==> src/rtl/alu_exec.sv <==
// Execute stage: single-cycle logic/add/sub ops and an iterative shift-add multiply.
// Results and flags are registered and held until the next completed operation.
module alu_exec #(
    parameter int DW = 8
) (
    input  logic          clk,
    input  logic          rst,
    input  logic          start,
    input  logic [2:0]    op,
    input  logic [DW-1:0] DA,
    input  logic [DW-1:0] DB,
    output logic [DW-1:0] Y,
    output logic [DW-1:0] YH,
    output logic          flag_z,
    output logic          flag_c,
    output logic          flag_n,
    output logic          flag_v,
    output logic          busy,
    output logic          done
);
    localparam int CW = $clog2(DW + 1);

    localparam logic [2:0] OP_ADD = 3'b000;
    localparam logic [2:0] OP_SUB = 3'b001;
    localparam logic [2:0] OP_AND = 3'b010;
    localparam logic [2:0] OP_OR  = 3'b011;
    localparam logic [2:0] OP_XOR = 3'b100;
    localparam logic [2:0] OP_NOT = 3'b101;
    localparam logic [2:0] OP_MUL = 3'b110;
    localparam logic [2:0] OP_MOV = 3'b111;

    typedef enum logic {IDLE, MUL} state_t;

    typedef struct packed {
        logic z;
        logic c;
        logic n;
        logic v;
    } flags_t;

    state_t          state, nstate;
    flags_t          flg, alu_f, mul_f;
    logic [DW-1:0]   alu_y;
    logic [DW:0]     sum;
    logic [DW-1:0]   mcand, mplier;
    logic [2*DW-1:0] acc, acc_nxt;
    logic [CW-1:0]   cnt;
    logic            last;

    // Single-cycle datapath; sum carries one extra bit for carry/borrow.
    always_comb begin
        sum   = '0;
        alu_y = '0;
        alu_f = '0;
        case (op)
            OP_ADD: begin
                sum     = {1'b0, DA} + {1'b0, DB};
                alu_y   = sum[DW-1:0];
                alu_f.c = sum[DW];
                alu_f.v = (DA[DW-1] == DB[DW-1]) && (alu_y[DW-1] != DA[DW-1]);
            end
            OP_SUB: begin
                sum     = {1'b0, DA} - {1'b0, DB};
                alu_y   = sum[DW-1:0];
                alu_f.c = sum[DW];
                alu_f.v = (DA[DW-1] != DB[DW-1]) && (alu_y[DW-1] != DA[DW-1]);
            end
            OP_AND:  alu_y = DA & DB;
            OP_OR:   alu_y = DA | DB;
            OP_XOR:  alu_y = DA ^ DB;
            OP_NOT:  alu_y = ~DA;
            OP_MOV:  alu_y = DB;
            default: alu_y = '0;
        endcase
        alu_f.z = (alu_y == '0);
        alu_f.n = alu_y[DW-1];
    end

    // One shift-add iteration per cycle; last marks the DW-th iteration.
    always_comb begin
        acc_nxt = acc + (mplier[0] ? ({{DW{1'b0}}, mcand} << cnt) : '0);
        last    = (cnt == CW'(DW - 1));
        mul_f.z = (acc_nxt == '0);
        mul_f.c = (acc_nxt[2*DW-1:DW] != '0);
        mul_f.n = acc_nxt[DW-1];
        mul_f.v = 1'b0;
    end

    always_ff @(posedge clk or posedge rst) begin
        if (rst) state <= IDLE;
        else     state <= nstate;
    end

    always_comb begin
        nstate = state;
        case (state)
            IDLE:    if (start && op == OP_MUL) nstate = MUL;
            MUL:     if (last) nstate = IDLE;
            default: nstate = IDLE;
        endcase
    end

    always_ff @(posedge clk or posedge rst) begin
        if (rst) begin
            Y      <= '0;
            YH     <= '0;
            flg    <= '0;
            done   <= 1'b0;
            mcand  <= '0;
            mplier <= '0;
            acc    <= '0;
            cnt    <= '0;
        end else begin
            done <= 1'b0;
            case (state)
                IDLE: begin
                    if (start) begin
                        if (op == OP_MUL) begin
                            mcand  <= DA;
                            mplier <= DB;
                            acc    <= '0;
                            cnt    <= '0;
                        end else begin
                            Y    <= alu_y;
                            YH   <= '0;
                            flg  <= alu_f;
                            done <= 1'b1;
                        end
                    end
                end
                MUL: begin
                    acc    <= acc_nxt;
                    mplier <= mplier >> 1;
                    cnt    <= cnt + 1'b1;
                    if (last) begin
                        {YH, Y} <= acc_nxt;
                        flg     <= mul_f;
                        done    <= 1'b1;
                    end
                end
                default: ;
            endcase
        end
    end

    // busy follows the state register so reset drops it asynchronously.
    assign busy   = (state == MUL);
    assign flag_z = flg.z;
    assign flag_c = flg.c;
    assign flag_n = flg.n;
    assign flag_v = flg.v;
endmodule
==> config.mk <==
export PLATFORM = sky130hd
export DESIGN_NAME = alu_exec
export DESIGN_NICKNAME = d
export VERILOG_FILES = /design/src/rtl/alu_exec.sv
export SDC_FILE = /design/constraint.sdc
export NUM_CORES = 1
export LEC_CHECK = 0
export ABC_AREA = 1
export CORE_MARGIN = 4
export CORE_UTILIZATION = 52
export CTS_BUF_LIST = sky130_fd_sc_hd__clkbuf_8 sky130_fd_sc_hd__clkbuf_16
export DETAILED_ROUTE_END_ITERATION = 8
export DONT_BUFFER_PORTS = 1
export PLACE_DENSITY = 0.7
export SYNTH_ARGS = -nofsm -noshare
export SYNTH_HDL_FRONTEND = slang
export SYNTH_SLANG_ARGS = --single-unit
==> constraint.sdc <==
create_clock -name clk -period 2.7 [get_ports clk]
set_input_delay 0.675 -clock clk [delete_from_list [all_inputs] [get_ports clk]]
set_output_delay 0.675 -clock clk [all_outputs]
set_load 0.01 [all_outputs]
* Yosys cells after proc, flatten, opt, wreduce, memory -nomap -nowiden
Index checks and enable logic that the tools add are counted.
** Operators by class
- Add/sub/neg operators :: 4
- Equal/unequal tests :: 16
- Shift-type cells :: 1
- Muxes and demuxes :: 32
- Bitwise logic cells :: 5
- Reductions and logical operators :: 10
** Operator list (count)
- $mux W8 :: 8
- $pmux W8 S7 :: 1
- $mux W16 :: 3
- $pmux W8 S2 :: 3
- $pmux W16 S2 :: 1
- $mux W4 :: 5
- $add A16 B16 Y16 :: 1
- $logic_not A16 Y1 :: 1
- $pmux W4 S2 :: 2
- $shl A8 B4 Y16 :: 1
- $eq A3 B3 Y1 const B :: 4
- $add A8 B8 Y9 :: 1
- $sub A8 B8 Y9 :: 1
- $and A8 B8 Y8 :: 1
- $logic_not A8 Y1 :: 1
- $not A8 Y8 :: 1
- $or A8 B8 Y8 :: 1
- $pmux W1 S2 :: 4
- $reduce_bool A8 Y1 :: 1
- $xor A8 B8 Y8 :: 1
- $eq A3 B2 Y1 const B :: 2
- $ne A2 B2 Y1 const B :: 3
- $reduce_and A3 Y1 :: 2
- $mux W1 :: 5
- 10 further kinds :: 14
** Word-level totals
- Bits in registers :: 58
- Logic and storage cells :: 80

* Longest topological paths before layout
Gate-level depths: netlist of run 1.
- Word-level depth :: 7
- Depth in mapped cells :: 23
- Mapped depth without buffers :: 22

* Least setup slack after synthesis of run 1
Ideal clock, no wire load.
- Path kind :: register to register
- Start point :: register cnt[1]
- End point :: register flg (netlist bit flag_c)
- Setup time :: 0.117 ns
- Arrival :: 2.491 ns
- Data required time :: 2.583 ns
- Slack :: 0.092 ns
- Stages on the path, launching flop included :: 21
- Period minus slack after synthesis :: 2.608 ns
- Cell sequence :: dfrtp_1 buf_2 inv_1 buf_2 mux2i_1 nand2_1 o21ai_0 nor2_1 ha_1 nand2_1 inv_1 a21oi_1 nand2_2 nand2_2 nand3b_1 nand2_2 nand2_1 nor2_2 nand4_1 nand3_1 nand2_1
** On the way
- Word-level cells in the longest chain between the ends :: 6
- Elaborated cells on any way between the ends :: 9
- Classes of those cells :: 1 x add/sub; 2 x eq/ne; 1 x shift; 3 x mux; 2 x reduce/logical
** Ends and longest elaborated chain
- start: declaration :: line 47 : logic [CW-1:0] cnt;
- start signal: assignment :: line 134 : cnt <= cnt + 1'b1;
- $shl A8 B4 Y16 :: line 81 : acc_nxt = acc + (mplier[0] ? ({{DW{1'b0}}, mcand} << cnt) : '0);
- $mux W16 :: line 81
- $add A16 B16 Y16 :: line 81
- $reduce_bool A8 Y1 :: line 84 : mul_f.c = (acc_nxt[2*DW-1:DW] != '0);
- $mux W4 :: line 135 : if (last) begin
- $pmux W4 S2 :: line 115 : case (state)
- end signal: assignment :: line 126 : flg <= alu_f;
- end signal: assignment :: line 137 : flg <= mul_f;
- end: declaration :: line 42 : flags_t flg, alu_f, mul_f;
Parallel ways exist; a longest one is shown, timed or not. The select of a mux whose other input is x is not followed.
A chain may end at the register's enable or synchronous reset.

* Worst setup path in the final report of run 1
- Start point :: register cnt[0]
- End point :: register flg (netlist bit flag_c)
Same word-level chain as after synthesis.

==> flow_results.org, run 1 <==
** STA
- Fin Clk Skew :: between 0.02 and 0.025 ns
- Setup repair after global routing could not meet its margin everywhere.
- The smallest clock period supported by the final layout is computed as roughly 2.9 ns.
- Final Hold Viols :: 0
- The number of max-slew violations in the final report came to 0.
- Across all setup checks in the final design, the least slack found is -0.1784 ns.
- At the pin with the least slew margin, the transition time is 0.6113 ns.
- Hold timing on the final database bottoms out at a slack of 0.2531 ns.
- Adding up every negative setup slack in the final design gives -0.7469 ns.
- For this run, the top clock speed supported by timing is about 350 MHz.
- Fraction of the cycle the final worst path needs :: 106.6%
- Setup violations remaining at the end of the flow were counted as 7.
- Worst relative slew slack :: between 50% and 60%

** Power
- Proportion of power drawn by flip-flops and latches :: 27.6%
- Static Leak :: 0.003243 uW
- Part of the power in combinational logic :: 58.2%
- Dividing total power by cell area gives a power density of 936.6 nW/um2.
- The analysis attributes to net switching a power of 2837 uW.
- Maximum VDD drop :: between 0.4 and 0.5 mV
- Int Power :: 3069 uW
- Relative contribution of the clock network to total power :: 14.1%
- In this run switching power makes up 48.03% of total power.

** Clocking
- Clock tree root buffer cell :: clkbuf_8
- Clock transition at path regs :: around 0.080 ns
- The H-tree generated during clock tree synthesis spans 3 levels.
- Number of hold buffers added after CTS :: 0
- Clock latency on the worst-skew pair, taken at its later pin, is 0.36 ns.
- In this run the deepest clock path goes through 2 buffers.
- Clock buffer count from CTS :: 9
- TritonCTS clock tree :: yes
- Number of clock sinks seen by CTS :: 57

** Floorplanning
- Starting density of the core :: between 50% and 60%
- Measured along the x axis, the die boundary spans 106.3 um.
- Die ar. :: 11300 um2
- Die Span Y :: around 110 um
- Pin placement for this block handled 44 I/O pins.
- The floorplan has 35 rows.
- Std-Cell Core Area :: 9328 um2

** Logic synthesis
- Sequential elements use 28.39% of the synthesized area.
- Ranked by total cell area, the synthesized netlist is headed by dfrtp_1 (28%), nand2_1 (18%), ha_1 (10%).
- After synthesis the netlist holds a flip-flop and latch count of 57.
- Averaged over all synthesized cells, the footprint is 6.603 um2.
- The synthesized netlist occupies a cell area of 5025 um2.
- Area share of the largest cell type after synthesis :: 28.39%
- Counting every net in the synthesized netlist gives 826.
- In the synthesized netlist, the cells that appear most often are nand2_1 (243), inv_1 (75), nor2_1 (73).
- Of all cell types, the one taking the most synthesized area is dfrtp_1.
- Counting flops with a built-in enable in the synthesized netlist gives 0.
- For this run, the number of Yosys warnings is 0.
- Synthesis produced 761 cells.
- Share of async-settable or async-resettable flops after synthesis :: 100.0%
- For this run, the leading register cell type out of synthesis is dfrtp_1.
- Unique masters post-synth :: 44
- Library cell with the highest instance count after synthesis :: nand2_1

** Finish
- Antenna diode count :: 0
- In the final layout, the share of cells above drive strength 1 is 26.54%.
- Area delta synth->final :: 25.50%
- Post-layout net count :: 889

** Critical path
- Data arrival at the endpoint of the critical path :: 3.12 ns
- Broken down by cell family, the worst path's largest delay share belongs to simple AND/OR/NAND/NOR gates.
- Slowest cell on the critical path :: dfrtp_2
- Start of the worst register-to-register path :: cnt[0]
- Critical path, cell by cell :: buf_6 > inv_6 > nand2_2 > o21ai_4 > o21ai_2 > nor2_1 > ha_1 > nand2_1 > nand2_1 > nand2_1 > nand3_2 > a21oi_2 > nand2_1 > nand2_1 > nand2_1 > nor2_4 > nand4_1 > nand3_1 > nand2_1
- Length in cells of the worst reg-to-reg path :: 19
- CP endpoint kind :: flip-flop
- The setup check on the worst reg-to-reg path leaves a slack of -0.18 ns.
- The critical path contains buffers and inverters numbering 2 combined.
- Data on the critical path is required at its endpoint by 2.94 ns.
- Maximum fanout count along the critical path :: 7
- STA classifies the critical path startpoint as a flip-flop.
- Cell type with the highest occurrence count on the critical path :: nand2_1
- Reg2Reg Capture Point :: flag_c
- Delay of the slowest critical-path stage :: 0.48 ns
- The critical path in this run is classified as reg -> reg.

** Job
- Maximum Capacitance Violations :: 0

** Outcome
- Outcome :: complete, but fails checks
- The final reports fail on negative setup slack.

** Route
- The routed layout has 5398 vias.
- The count of nets left with antenna violations once routing finished came out at 0.
- Average wire per cell in the routed design :: around 18 um
- DRC violations left :: 0
- In the routed layout, each cell is associated on average with a via count of 5.635.
- The routed design has 16780 um of wire.
- Detailed Routing Iterations Pass 1 :: 5
- In this run, the number of DRC markers left after iteration 0 of detailed routing was ~390.

** Global routing
- Antenna violations before repair :: 0
- Global-route wire length before repair :: 26120 um
- Entering global routing, the biggest net connects 27 pins.
- For this run the aggregate overflow at the end of global routing stands at 0.
- The number of global-route vias before repair was around 5200.
- Global routing consumed, over all layers together, 29.41% of the routing resources.

** Placed design
- Routability-driven placement congestion ratio :: approximately 0.9
- During placement, the flow inserted port buffers numbering 0.
- Summed over all nets, the half-perimeter wirelength after detailed placement is 12520 um.

** Hold path
- Hold Crit Class :: in -> async
## cells by family (layout without fill, tap and decap cells)
logic type	count (synthesis)	after routing	synth area share, %
buf+inv	115	183	9.412
flops	57	57	28.39
xor+xnor	7	7	1.220
compound gates	106	106	11.88
mux	2	2	0.3984
simple gates	431	431	37.55
fa+ha+maj	43	43	11.16
## worst max path at each step
stage                start     end  depth (start not counted)
floorplan           cnt[1]  flag_c                         20
global placement    cnt[0]  flag_c                         18
detailed placement  cnt[0]  flag_c                         17
CTS                 cnt[0]  flag_c                         21
global route        cnt[0]  flag_c                         20
finish              cnt[0]  flag_c                         19
## timing repair
item	CTS	global route
buffers inserted	5	5
hold endpoints to repair	0	0
resized for setup	65	68
setup endpoints to repair	13	20
pin swaps	26	34
## cell type report
class                   count  area [um2]
clock inverters             7       71.32
repair buffers             75       581.8
well taps                 129       161.4
multi-input cells         589        3582
flip-flops and latches     57        1428
inverters                  92       357.8
fillers                   825        3022
clock buffers               9       123.9
## layer usage
layer / global-route usage (%) / share of wire (%)
met1: 34.15 / 38
met2: 52.53 / 51
met3: 4.918 / 6.7
met4: 13.69 / 4.7
met5: 0 / 0
## flip-flops by register name, indices dropped and copies added (netlist names)
signal and cells:
cnt 4, mcand 8, flag_v 1, flag_c 1, done 1, acc 16
flag_z 1, Y 8, YH 8, mplier 8, busy 1
## placed cells by master, fill, tap and decap left out, drive strengths merged, types with 7 or more instances in the layout
cell type	instances
clkbuf	9
nand4	11
buf	75
nor3	14
inv	91
nand2	249
nand3	73
dfrtp	57
a31oi	7
o21ai	51
a21oi	25
ha	40
nor2	77
## power by group through the flow
stage                     clock [uW]  sequential [uW]  combinational, uW
final                            835             1630               3440
after global routing             882             1670               3730
after CTS                        842             1600               3010
after detailed placement           0             1590               2690
after global placement             0             1590               2650
after floorplan                    0             1450               1700
## through the flow
stage / total power [uW] / instances / utilization (%) / instance area (um2) / worst slack, ns
finish: 5906 / 958 / 67.61 / 6306 / -0.1784
global route: 6283 / 958 / 67.61 / 6306 / -0.3217
CTS: 5447 / 953 / 64.36 / 6003 / -0.01882
detailed placement: 4281 / 932 / 59.49 / 5549 / -0.2637
global placement: 4233 / 932 / 59.49 / 5549 / -0.3003
floorplan: 3149 / 761 / - / 5025 / 0.09159
Note: power is estimated with default switching activity, not from simulation.
==> run 2: changes to the inputs <==
--- a/config.mk
+++ b/config.mk
@@ -11,7 +11,7 @@
 export CTS_BUF_LIST = sky130_fd_sc_hd__clkbuf_8 sky130_fd_sc_hd__clkbuf_16
 export DETAILED_ROUTE_END_ITERATION = 8
 export DONT_BUFFER_PORTS = 1
-export PLACE_DENSITY = 0.7
+export PLACE_DENSITY = 0.67
 export SYNTH_ARGS = -nofsm -noshare
 export SYNTH_HDL_FRONTEND = slang
 export SYNTH_SLANG_ARGS = --single-unit
==> constraint.sdc (replaced) <==
create_clock -name clk -period 3.21 [get_ports clk]
set_input_delay 0.8025 -clock clk [delete_from_list [all_inputs] [get_ports clk]]
set_output_delay 0.8025 -clock clk [all_outputs]
set_load 0.01 [all_outputs]
==> run 2 against run 1 <==
  * The run now ends clean
  * Combinational power shrank 44%
  * Worst hold slack improved by 0.24 ns
  * Cell count decreased by 6.4%
  * Clock skew shrank 0.0088 ns
  * Die area is the same
  * First-iteration DRC count is 13% lower
  * Utilization is 9.7 points lower
  * Critical path type unchanged
  * Critical endpoint unchanged
==> flow_results.org, run 2 (synthesis results as in run 1) <==
** Clocking
- Clock buffer count from CTS :: 9 (unchanged)
- The number of H-tree levels was 3 (unchanged).
- The post-cts hold buffer count was 0 (unchanged).
- Number of clock sinks seen by CTS :: 57 (unchanged)
- The TritonCTS clock tree was yes (unchanged).
- The CTS clock-pin slew for the worst setup and hold paths is 0.08 ns (about the same).
- Buffer levels on the longest clock path :: 2 (unchanged)
- Clock tree root buffer cell :: clkbuf_8 (unchanged)
- Clock network latency to the later pin of the worst-skew pair :: 0.35 ns (was 0.36 ns)

** Route
- The post-route DRC violation count came to 0 (unchanged).
- Detailed Routing Iterations Pass 1 :: 7 (was 5)
- Number of nets still failing antenna checks after routing :: 0 (unchanged)
- Number of DRC markers after the initial detailed-route iteration :: 341 (was 394)
- Average wire per cell in the routed design :: 17.29 um (was 17.51 um)
- The via count is 5016 (was 5398).
- The total wire length after detailed routing was 15510 um (was 16780 um).
- Detailed-route vias per instance :: 5.592 (was 5.635)

** STA
- The maximum clock skew at final layout is 0.01152 ns (was 0.02034 ns).
- The max-slew headroom at the worst pin was 30.08% (was 59.10%).
- The period utilization came to 90.90% (was 106.6%).
- The number of failing setup endpoints in the final timing report came to 0 (was 7).
- Final Hold Viols :: 0 (unchanged)
- RSZ-0062 raised after global routing: false (was true).
- The sum of negative setup slack is 0 ns (was -0.7469 ns).
- The final critical-path required period came to 2.918 ns (was 2.878 ns).
- Actual slew at the worst max-slew pin :: 1.047 ns (was 0.6113 ns)
- The number of max-slew violations in the final report is 0 (unchanged).
- The timing-limited maximum frequency is 342.7 MHz (was 347.4 MHz).

** Power
- Int Power :: 2103 uW (was 3069 uW)
- The worst ir drop on vdd came to 0.2859 mV (was 0.4640 mV).
- Part of the power in combinational logic :: 47.4% (was 58.2%)
- Switching share of power :: 47.98% (was 48.03%)
- The sequential group share of total power is 33.2% (was 27.6%).
- The fraction of power consumed by the clock network was 19.4% (was 14.1%).
- The leakage power of the design is 0.002871 uW (was 0.003243 uW).
- The total power divided by cell area was 748.0 nW/um2 (was 936.6 nW/um2).
- The switching power came to 1940 uW (was 2837 uW).

** Global routing
- The initial antenna violation count is 0 (unchanged).
- GRT Util Overall :: 28.51% (was 29.41%)
- Largest net degree at the start of global routing :: 50 (was 27)
- The total grt overflow came to 0 (unchanged).
- The wire length of the first global-routing pass came to 25100 um (was 26120 um).
- The number of global-route vias before repair came to 4925 (was 5179).

** Finish
- The count of non-filler cells in the finished layout is 897 (was 958).
- Area delta synth->final :: 7.545% (was 25.50%)
- Post-layout net count :: 828 (was 889)
- Antenna diode count :: 0 (unchanged)
- Leading cell type in the layout, fill and taps excluded :: nand2_1 (unchanged)
- The fraction of layout instances using a drive strength above 1 is 9.375% (was 26.54%).
- Number of flip-flops under the largest register name :: 16 (unchanged)
- The register containing the most flip-flops in the final layout is acc (unchanged).
- The area of all placed cells without fillers was 5404 um2 (was 6306 um2).
- Commonest non-fill, non-tap cells in the layout :: nand2_1 (243), inv_1 (73), nor2_1 (73) (was nand2_1 (207), inv_1 (72), buf_4 (70))

** Job
- Maximum Capacitance Violations :: 0 (unchanged)

** Floorplanning
- The core area came to 9328 um2 (unchanged).
- The horizontal extent of the die was 106.3 um (unchanged).
- The height of the die was 106.3 um (unchanged).
- The count of pins on the block boundary was 44 (unchanged).
- The die area came to 11300 um2 (unchanged).
- The effective utilization at floorplan is 53.87% (unchanged).
- The site row count is 35 (unchanged).

** Critical path
- Maximum fanout count along the critical path :: 8 (was 7)
- Slowest cell on the critical path :: dfrtp_2 (unchanged)
- The cell type group with the largest total delay on the critical path was simple AND/OR/NAND/NOR gates (unchanged).
- Sort of element at the start of the critical path :: flip-flop (unchanged)
- Critical path, cell by cell: clkinvlp_2 > nand2_1 > o21ai_0 > o21ai_1 > o32ai_1 > ha_1 > nand2_1 > inv_1 > a21oi_1 > nand2_1 > inv_1 > nand2_1 > nand3_1 > nand2_1 > nor2_2 > nand4_1 > nand3_1 > nand2_1 (was buf_6 > inv_6 > nand2_2 > o21ai_4 > o21ai_2 > nor2_1 > ha_1 > nand2_1 > nand2_1 > nand2_1 > nand3_2 > a21oi_2 > nand2_1 > nand2_1 > nand2_1 > nor2_4 > nand4_1 > nand3_1 > nand2_1).
- Data arrival at the endpoint of the critical path :: 3.15 ns (was 3.12 ns)
- The most common cell type on the critical path is nand2_1 (unchanged).
- The worst path buffer plus inverter count came to 3 (was 2).
- Type of the worst setup path :: reg -> reg (unchanged)
- The type of element capturing the critical path is a flip-flop (unchanged).
- The peak per-stage delay on the critical path was 0.48 ns (about the same).
- The data required time at the worst endpoint was 3.44 ns (was 2.94 ns).

** Placed design
- Total cell area at the placement stage :: 5114 um2 (was 5549 um2)
- Final HPWL DP :: 12100 um (was 12520 um)
- The total instance count after detailed placement came to 874 (was 932).
- The number of buffer cells added on primary ports came to 0 (unchanged).
- The last weighted congestion value of the routability-driven placer was 0.9372 (was 0.9042).

** Outcome
- Outcome :: finished, final reports clean (was complete, but fails checks)

** Hold path
- Hold Crit Class :: reg -> reg (was in -> async)
==> run 2: stage by stage <==
step / power [uW] / setup WS [ns] / util [%] / hold WS (ns)
finish: 4042 / 0.2922 / 57.93 / 0.4886
floorplan: 2649 / 0.6016 / - / 0.4483
CTS: 3957 / 0.07230 / 57.28 / 0.4899
detailed placement: 3164 / 0.09992 / 54.82 / 0.4714
global route: 4369 / 0.006340 / 57.93 / 0.5253
global placement: 3157 / 0.07105 / 54.82 / 0.4623
==> run 2: layout make-up <==
class | count | area, um2
sequential | 57 | 1429
tap | 129 | 161.4
timing repair buffer | 13 | 97.59
fill | 912 | 3924
inverter | 92 | 351.6
clock buffer | 10 | 137.6
multi-input combinational | 589 | 3131
clock inverter | 6 | 91.34
timing repair inverter | 1 | 5.005
==> run 2: power groups by stage <==
| stage | combinational (uW) | sequential, uW | clock (uW) |
|---|---|---|---|
| after floorplan | 1430 | 1220 | 0 |
| final | 1920 | 1340 | 786 |
| after CTS | 1830 | 1340 | 795 |
| after global placement | 1810 | 1350 | 0 |
| after detailed placement | 1820 | 1350 | 0 |
| after global routing | 2160 | 1370 | 832 |
==> run 2: timing repair <==
action / in CTS / in global routing
resized for setup: 0 / 6
endpoints found under the setup margin: 0 / 5
endpoints found under the hold margin: 0 / 0
setup buffers: 0 / 6
==> run 2: worst min-delay path, delay by kind of cell (launching register included) <==
family | cells | cell delay (ns)
flops | 1 | 0.35
simple gates | 2 | 0.11
==> run 2: worst paths after layout <==
path / startpoint / to / slack, ns / depth (start not counted)
setup / recovery: cnt[1] / flag_c / 0.29 / 18
hold / removal: mplier[3] / mplier[3] / 0.49 / 2
setup reg to reg: cnt[1] / flag_c / 0.29 / 18
hold reg to reg: mplier[3] / mplier[3] / 0.49 / 2
max in group asynchronous: rst / mplier[1] / 1.90 / 2
min in group asynchronous: rst / Y[5] / 0.59 / 1
==> run 2: routing by layer <==
metal | global-route usage (%) | vias to the layer above | routed length, um
met5 | 0 | - | 0
met4 | 16.74 | 0 | 827
met3 | 4.068 | 53 | 819
met2 | 48.78 | 193 | 7560
met1 | 33.95 | 2293 | 6303
li1 | - | 2477 | -
==> run 3: changes to the inputs <==
--- a/config.mk
+++ b/config.mk
@@ -6,7 +6,6 @@
 export NUM_CORES = 1
 export LEC_CHECK = 0
 export ABC_AREA = 1
-export CORE_MARGIN = 4
 export CORE_UTILIZATION = 52
 export CTS_BUF_LIST = sky130_fd_sc_hd__clkbuf_8 sky130_fd_sc_hd__clkbuf_16
 export DETAILED_ROUTE_END_ITERATION = 8
==> run 3 against run 2 <==
  * Total power up 0.90%
  * Sequential power shrank 4%
  * Design area grew 1.0%
  * Cell count increased by 0.22%
  * Utilization up 0.85 points
  * Count of clock-buffer cells in the layout down 1
  * Maximum frequency down 3.0%
  * Sequential cell count unchanged
  * Clock power down 0.5%
  * Wire length shrank 6.5%
  * First-iteration DRC count shrank 24%
==> flow_results.org, run 3 (synthesis results as in run 1) <==
** Placed design
- The number of buffer cells added on primary ports was 0 (unchanged).
- Final HPWL DP :: 11560 um (was 12100 um)
- The placement-stage worst setup slack was 0.07879 ns (was 0.09992 ns).
- Routability-driven placement congestion ratio :: 0.9406 (was 0.9372)

** Critical path
- The critical setup path kind is reg -> reg (unchanged).
- Cell type with the highest occurrence count on the critical path :: nand2_1 (unchanged)
- The largest fanout of any net on the critical path was 6 (was 8).
- Critical path, cell by cell :: dlymetal6s2s_1 > nand2_1 > o21ai_0 > mux2i_1 > buf_4 > nor3_1 > o21ai_1 > o21ai_1 > ha_1 > nand2_1 > inv_2 > nand2_1 > nand2_1 > nand2_1 > nand2_1 > inv_1 > nand2_1 > nand3_1 > nand2_1 > nor2_2 > nand4_1 > nand3_1 > nand2_1 (was clkinvlp_2 > nand2_1 > o21ai_0 > o21ai_1 > o32ai_1 > ha_1 > nand2_1 > inv_1 > a21oi_1 > nand2_1 > inv_1 > nand2_1 > nand3_1 > nand2_1 > nor2_2 > nand4_1 > nand3_1 > nand2_1)
- Required time reported for the critical path endpoint :: 3.45 ns (was 3.44 ns)
- The peak per-stage delay on the critical path was 0.45 ns (was 0.48 ns).
- Startpoint of the worst setup timing path :: cnt[0] (was cnt[1])
- Start of the worst register-to-register path :: cnt[0] (was cnt[1])
- The critical path arrival came to 3.25 ns (was 3.15 ns).
- Sort of element at the start of the critical path :: flip-flop (unchanged)
- The standard cell with the maximum stage delay on the critical path was dfrtp_2 (unchanged).
- The cell type group with the largest total delay on the critical path is simple AND/OR/NAND/NOR gates (unchanged).
- CP endpoint kind :: flip-flop (unchanged)
- Buf+Inv Stages, Crit Path :: 4 (was 3)

** Global routing
- Largest net degree at the start of global routing :: 33 (was 50)
- Global-route wire length before repair :: 23650 um (was 25100 um)
- GRT busiest layer :: met2 (unchanged)
- Total global routing overflow :: 0 (unchanged)
- Global-route met1 utilization :: 37.65% (was 33.95%)
- Fraction of met3 tracks used by global routing :: 5.989% (was 4.068%)
- The initial antenna violation count is 0 (unchanged).
- Vias in the first global route :: 4858 (was 4925)
- Met2 usage :: 52.00% (was 48.78%)
- GRT Util Overall :: 30.69% (was 28.51%)

** Floorplanning
- Starting density of the core :: 54.12% (was 53.87%)
- The core area is 9284 um2 (was 9328 um2).
- Die ar. :: 10060 um2 (was 11300 um2)
- The count of pins on the block boundary is 44 (unchanged).
- The height of the die was 100.3 um (was 106.3 um).
- The site row count is 35 (unchanged).
- The horizontal extent of the die is 100.3 um (was 106.3 um).

** STA
- The number of failing setup endpoints in the final timing report was 0 (unchanged).
- Slack of the critical path :: 0.2025 ns (was 0.2922 ns)
- The post-route worst hold slack is 0.4257 ns (was 0.4886 ns).
- The number of max-slew violations in the final report was 0 (unchanged).
- The timing-limited maximum frequency was 332.5 MHz (was 342.7 MHz).
- Final Hold Viols :: 0 (unchanged)
- The maximum clock skew at final layout is 0.01892 ns (was 0.01152 ns).
- The max-slew headroom at the worst pin is 55.96% (was 30.08%).
- Fraction of the cycle the final worst path needs :: 93.69% (was 90.90%)
- The sum of negative setup slack was 0 ns (unchanged).
- Actual slew at the worst max-slew pin :: 0.6582 ns (was 1.047 ns)
- Time the final worst path needs with I/O delays and setup :: 3.008 ns (was 2.918 ns)

** Outcome
- Outcome :: finished, final reports clean (unchanged)

** Route
- Total via count after detailed routing :: 4946 (was 5016)
- The total wire length after detailed routing was 14510 um (was 15510 um).
- DRC violations left :: 0 (unchanged)
- The number of detailed-routing iterations run before antenna repair was 4 (was 7).
- The DRC violation total after the first TritonRoute iteration was 260 (was 341).
- The via density per instance came to 5.502 (was 5.592).
- Number of nets still failing antenna checks after routing :: 0 (unchanged)
- The routed length per placed instance is 16.14 um (was 17.29 um).

** Finish
- The antenna diode count was 0 (unchanged).
- Post-layout net count :: 830 (was 828)
- The register containing the most flip-flops in the final layout is acc (unchanged).
- The most common cell after layout, fill and taps aside is nand2_1 (unchanged).
- The fraction of layout instances using a drive strength above 1 is 10.52% (was 9.375%).
- Area delta synth->final :: 8.615% (was 7.545%)
- Commonest non-fill, non-tap cells in the layout: nand2_1 (241), inv_1 (73), nor2_1 (71) (was nand2_1 (243), inv_1 (73), nor2_1 (73)).
- The number of flip-flops under the largest register name was 16 (unchanged).

** Power
- The leakage power of the design is 0.002914 uW (was 0.002871 uW).
- Maximum VDD drop :: 0.4777 mV (was 0.2859 mV)
- P per Cell Area :: 747.4 nW/um2 (was 748.0 nW/um2)
- The overall power is 4079 uW (was 4042 uW).

** Clocking
- The number of CTS-inserted buffers came to 9 (unchanged).
- Buffer levels on the longest clock path :: 2 (unchanged)
- Clock network latency to the later pin of the worst-skew pair :: 0.35 ns (about the same)
- The post-cts hold buffer count was 0 (unchanged).
- Clock transition at path regs :: 0.08 ns (about the same)
- Number of clock sinks seen by CTS :: 57 (unchanged)
- The cell at the root of the clock tree is clkbuf_8 (unchanged).
- TritonCTS clock tree :: yes (unchanged)
- CTS H-Tree Depth :: 3 (unchanged)

** Hold path
- Hold Crit Class :: in -> async (was reg -> reg)

** Job
- Maximum Capacitance Violations :: 0 (unchanged)
run 3: changes by cell type in the layout (fill, tap and decap cells not counted), sizes merged:
cell	previous run	this run
clkinvlp	5	2
buf	13	15
clkinv	2	4
clkbuf	10	9
dlymetal6s2s	0	1
inv	90	91
run 3: worst paths after layout:
path | slack, ns | endpoint | cells after the start
setup / recovery | 0.20 | flag_c | 23
hold / removal | 0.43 | acc[10] | 1
setup reg to reg | 0.20 | flag_c | 23
hold reg to reg | 0.49 | acc[2] | 2
max in group asynchronous | 2.12 | acc[11] | 2
min in group clk | 0.49 | acc[2] | 2
run 3: routing by layer:
layer,share of wire [%],routed length [um]
met3,5.3,763
met1,43,6215
met2,48,7011
met5,0,0
met4,3.6,522
run 3: through the flow:
stage               instances  cell area (um2)  utilization (%)
finish                    899             5458            58.79
global route              899             5458            58.79
CTS                       893             5363            57.76
detailed placement        877             5136            55.32
global placement          877             5136            55.32
floorplan                 761             5025                -
run 3: repair_timing:
item                                    4_1_cts  5_1_grt
endpoints found under the setup margin        0        7
setup buffers                                 0        6
resized for setup                             0       19
run 3: report_power, final:
group | total [uW] | internal (uW) | switching (uW)
registers | 1290 | 1010 | 284
clock network | 782 | 443 | 338
logic | 2010 | 676 | 1330
run 3: cell type report:
type / instances / area [um2]
inverters: 92 / 351.6
clock buffers: 9 / 123.9
multi-input cells: 589 / 3168
clock inverters: 7 / 102.6
flip-flops and latches: 57 / 1428
well taps: 129 / 161.4
repair buffers: 16 / 122.6
fillers: 922 / 3826
